File: src/rtl/div_sequencer.sv
// Control stage in front of the 8-bit serial restoring divider.
// Sequences operands in, start pulse out, and results downstream.
module div_sequencer #(
    parameter int TIMEOUT = 15
) (
    input  logic       clk,
    input  logic       reset,
    input  logic       in_valid,
    output logic       in_ready,
    input  logic [7:0] in_num,
    input  logic [7:0] in_den,
    output logic [7:0] div_numerator,
    output logic [7:0] div_denominator,
    output logic       div_start,
    input  logic [7:0] div_quotient,
    input  logic [7:0] div_remainder,
    input  logic       div_ready,
    output logic       out_valid,
    input  logic       out_ready,
    output logic [7:0] out_quotient,
    output logic [7:0] out_remainder,
    output logic       out_div_by_zero,
    output logic       out_error
);

    typedef enum logic [1:0] {
        IDLE,
        START,
        WAIT,
        DONE
    } state_t;

    localparam logic [7:0] WD_LAST = 8'(TIMEOUT - 1);

    state_t     state_q, state_d;
    logic [7:0] wd_q, wd_d;
    logic [7:0] num_q, num_d;
    logic [7:0] den_q, den_d;
    logic       start_q, start_d;
    logic       valid_q, valid_d;
    logic [7:0] quo_q, quo_d;
    logic [7:0] rem_q, rem_d;
    logic       dbz_q, dbz_d;
    logic       err_q, err_d;

    always_ff @(posedge clk or negedge reset) begin
        if (!reset) begin
            state_q <= IDLE;
            wd_q    <= 8'd0;
            num_q   <= 8'd0;
            den_q   <= 8'd0;
            start_q <= 1'b0;
            valid_q <= 1'b0;
            quo_q   <= 8'd0;
            rem_q   <= 8'd0;
            dbz_q   <= 1'b0;
            err_q   <= 1'b0;
        end else begin
            state_q <= state_d;
            wd_q    <= wd_d;
            num_q   <= num_d;
            den_q   <= den_d;
            start_q <= start_d;
            valid_q <= valid_d;
            quo_q   <= quo_d;
            rem_q   <= rem_d;
            dbz_q   <= dbz_d;
            err_q   <= err_d;
        end
    end

    always_comb begin
        state_d = state_q;
        wd_d    = wd_q;
        num_d   = num_q;
        den_d   = den_q;
        start_d = 1'b0;
        valid_d = valid_q;
        quo_d   = quo_q;
        rem_d   = rem_q;
        dbz_d   = dbz_q;
        err_d   = err_q;
        unique case (state_q)
            IDLE: begin
                if (in_valid) begin
                    if (in_den != 8'd0) begin
                        num_d   = in_num;
                        den_d   = in_den;
                        start_d = 1'b1;
                        state_d = START;
                    end else begin
                        quo_d   = 8'hFF;
                        rem_d   = in_num;
                        dbz_d   = 1'b1;
                        err_d   = 1'b0;
                        valid_d = 1'b1;
                        state_d = DONE;
                    end
                end
            end
            // div_ready may still be high from the previous op here
            START: begin
                wd_d    = 8'd0;
                state_d = WAIT;
            end
            WAIT: begin
                if (div_ready) begin
                    quo_d   = div_quotient;
                    rem_d   = div_remainder;
                    dbz_d   = 1'b0;
                    err_d   = 1'b0;
                    valid_d = 1'b1;
                    state_d = DONE;
                end else if (wd_q == WD_LAST) begin
                    quo_d   = 8'd0;
                    rem_d   = 8'd0;
                    dbz_d   = 1'b0;
                    err_d   = 1'b1;
                    valid_d = 1'b1;
                    state_d = DONE;
                end else if (wd_q != 8'hFF) begin
                    wd_d = wd_q + 8'd1;
                end
            end
            DONE: begin
                if (out_ready) begin
                    valid_d = 1'b0;
                    dbz_d   = 1'b0;
                    err_d   = 1'b0;
                    state_d = IDLE;
                end
            end
            default: state_d = IDLE;
        endcase
    end

    assign in_ready        = (state_q == IDLE);
    assign div_numerator   = num_q;
    assign div_denominator = den_q;
    assign div_start       = start_q;
    assign out_valid       = valid_q;
    assign out_quotient    = quo_q;
    assign out_remainder   = rem_q;
    assign out_div_by_zero = dbz_q;
    assign out_error       = err_q;

endmodule

File: config.mk
export PLATFORM = sky130hd
export DESIGN_NAME = div_sequencer
export DESIGN_NICKNAME = d
export VERILOG_FILES = /design/src/rtl/div_sequencer.sv
export SDC_FILE = /design/constraint.sdc
export NUM_CORES = 1
export LEC_CHECK = 0
export CAP_MARGIN = 20
export CORE_MARGIN = 3
export CORE_UTILIZATION = 49
export CTS_CLUSTER_DIAMETER = 40
export DETAILED_ROUTE_END_ITERATION = 16
export PLACE_DENSITY = 0.87
export SKIP_CTS_REPAIR_TIMING = 1
export SYNTH_ARGS = -nofsm -noshare
export SYNTH_HDL_FRONTEND = slang
export SYNTH_SLANG_ARGS = --single-unit
File: constraint.sdc
create_clock -name clk -period 4 [get_ports clk]
set_input_delay 0.8 -clock clk [delete_from_list [all_inputs] [get_ports clk]]
set_output_delay 0.8 -clock clk [all_outputs]
set_load 0.01 [all_outputs]
==> metrics <==
status=finished, final reports clean; reg2reg end=wd_q[3]; Port Buffer Count=73; EDFF count, synth=0; Hold Fails Final Rpt=0; Slew @ Worst Pin=just over 0.9 ns; r2r worst-path depth=6; ANT nets after route=0; worst reg2reg startpoint=state_q[0]; global placer's final weighted congestion=around 0.8; setup_tns=0 ns; final instance area=between 0.003 and 0.004 mm2; sequential share of power=0.343; Critical Path Sink Type=flop; Max Cap Viol=0; cts bufs inserted=5; # diodes=0; Routed WL per cell=~17 um; router iterations before antenna repair=4; clock slew at reported path FFs=0.09 ns; Worst EP required=between 4 and 5 ns; Worst setup SP type=input port; hpwl dp=between 3 and 4 mm; Die Y=74 um; Leak Pwr=about 0.0013 uW; period utilisation layout=0.7429; Synth area leader=dfrtp_1; post-synth top area share=0.5080; I/O pins=74; Max VDD drop=between 0.0003 and 0.0004 V; top post-synthesis cells by area=dfrtp_1 (51%), mux2_2 (12%), ha_1 (4.4%); DR iter-0 viols=roughly 120; Overflow after GRT=0; H-tree levels=2; unrepaired setup endpoints after global routing=no; combinational share of power=0.503; switching part of the total power=0.3372; largest net degree at the start of global routing=47; Top FF cell, synth=dfrtp_1; vias=about 1800; Int Pwr=around 1500 uW; drt via density=5.486; yosys warns=0; fin. max-slew vios=0; gate count of the mapped netlist=193; r2r setup slk=around 1.3 ns; post-synth cell types=35; clock buffer depth=2; most frequent cell after synthesis=dfrtp_1; Die X-Extent=74 um; fraction of layout cells with a size suffix above 1=0.1747; starting density of the core=0.5133; Cell Pwr Density=between 700 and 800 mW/mm2; syn nets=238; DRC=0; nets=about 310; Area Growth Syn to Fin=39.59%; clk_skew=about 0.011 ns; Core Region=0.004414 mm2; clock sink total=46; clock power share=0.154; Max Clock Freq=~0.34 GHz; Post-DP Area=between 0.003 and 0.004 mm2; Crit Path Class=in -> reg; Sw Pwr=approximately 760 uW; Worst EP arrival=roughly 3.2 ns; Final min period=~3.0 ns; GRT Total Usage=0.2039; CTS tree=yes; crit-path max FO=12; Total Die Area=about 0.0055 mm2; HP Class=in -> async; Std-Cell Rows=24; number of synthesized register bits=46; final setup vio count=0; drt total wl=roughly 5.3 mm; sequential area share after synthesis=0.5080; FFs w/ async S/R, synth=1.000; antenna violations before repair=0; most frequent cells after synthesis=dfrtp_1 (46), mux2_2 (24), nand2_1 (21); CTS root buf=clkbuf_8; first-pass GRT wire length=roughly 8.4 mm; Slew headroom=0.3746; Worst-Skew Late Latency=between 0.3 and 0.4 ns; synthesized area=0.002266 mm2; fin util=0.7166; number of global-route vias before repair=between 1500 and 2000; Syn Area/Cell=roughly 12 um2
cells in the final DEF (no fill, tap or decap), drive strengths merged:
master	instances
a21boi	1
a2bb2oi	8
a311o	3
a31o	1
a31oi	2
and2	2
buf	3
bufinv	1
clkbuf	5
clkdlybuf4s50	72
clkinvlp	2
dfrtp	46
ha	8
inv	16
mux2	26
mux2i	4
nand2	21
nand2b	2
nand3	4
nand4	1
nor2	5
nor2b	2
nor3	3
nor4	7
nor4b	1
o211ai	4
o21ai	11
o21bai	1
o311a	3
o311ai	2
or2	1
or3	1
flip-flops by register name, summed over array words and instances (netlist names):
register	count
div_denominator	8
div_numerator	8
div_start	1
out_div_by_zero	1
out_error	1
out_quotient	8
out_remainder	8
out_valid	1
state_q	2
wd_q	8
power by group through the flow:
stage / sequential (uW) / clock [uW] / combinational (uW)
global placement: 770 / 0 / 1110
global route: 799 / 378 / 1230
detailed placement: 781 / 0 / 1140
finish: 776 / 349 / 1140
floorplan: 847 / 0 / 556
CTS: 775 / 357 / 1150
metrics by stage:
stage / cells / setup WS [ns] / hold slack [ns] / total power (uW)
2_1_floorplan: 193 / 1.576 / 0.5044 / 1403
3_3_place_gp: 312 / 0.8539 / 0.4865 / 1877
3_5_place_dp: 312 / 0.6806 / 0.4935 / 1921
4_1_cts: 320 / 1.013 / 0.5158 / 2282
5_1_grt: 321 / 0.8335 / 0.3953 / 2410
6_report: 321 / 1.029 / 0.3864 / 2263
metal layers:
layer | vias to the layer above | part of all wire | GRT usage
met4 | 0 | 0.012 | 0.05030
met2 | 51 | 0.50 | 0.3386
li1 | 845 | - | -
met3 | 7 | 0.072 | 0.05541
met5 | - | 0 | 0
met1 | 858 | 0.42 | 0.2667
worst max-delay path: stages:
cell and delay, ns:
clkdlybuf4s50_1 0.44, nor4_1 0.53, a21boi_2 0.20, nor4_4 0.77, mux2_2 0.41
worst max path at each step:
stage / start / endpoint / slack [ns] / cells after the start
after floorplan: in_den[5] / out_remainder[5] / 1.58 / 5
after global placement: in_den[5] / out_remainder[1] / 0.85 / 5
after detailed placement: in_den[4] / out_quotient[0] / 0.68 / 6
after CTS: in_den[4] / out_remainder[2] / 1.01 / 5
after global routing: in_den[4] / out_quotient[0] / 0.83 / 6
final: in_den[4] / out_remainder[2] / 1.03 / 5
area by class of cell:
cell class | instances | area, um2
inverter | 16 | 60.06
clock buffer | 5 | 68.82
fill | 312 | 1251
multi-input combinational | 124 | 1020
sequential | 46 | 1151
tap | 52 | 65.06
timing repair buffer | 75 | 753.2
clock inverter | 3 | 45.04
cells by family (layout without fill, tap and decap cells):
logic type,after synthesis,count (layout),share of synthesized area
simple gates,50,50,0.1281
flops,46,46,0.5080
compound gates,36,36,0.1276
mux,30,30,0.1502
buf+inv,23,99,0.04197
fa+ha+maj,8,8,0.04418
No activity file was read; power rests on OpenSTA's default activity.
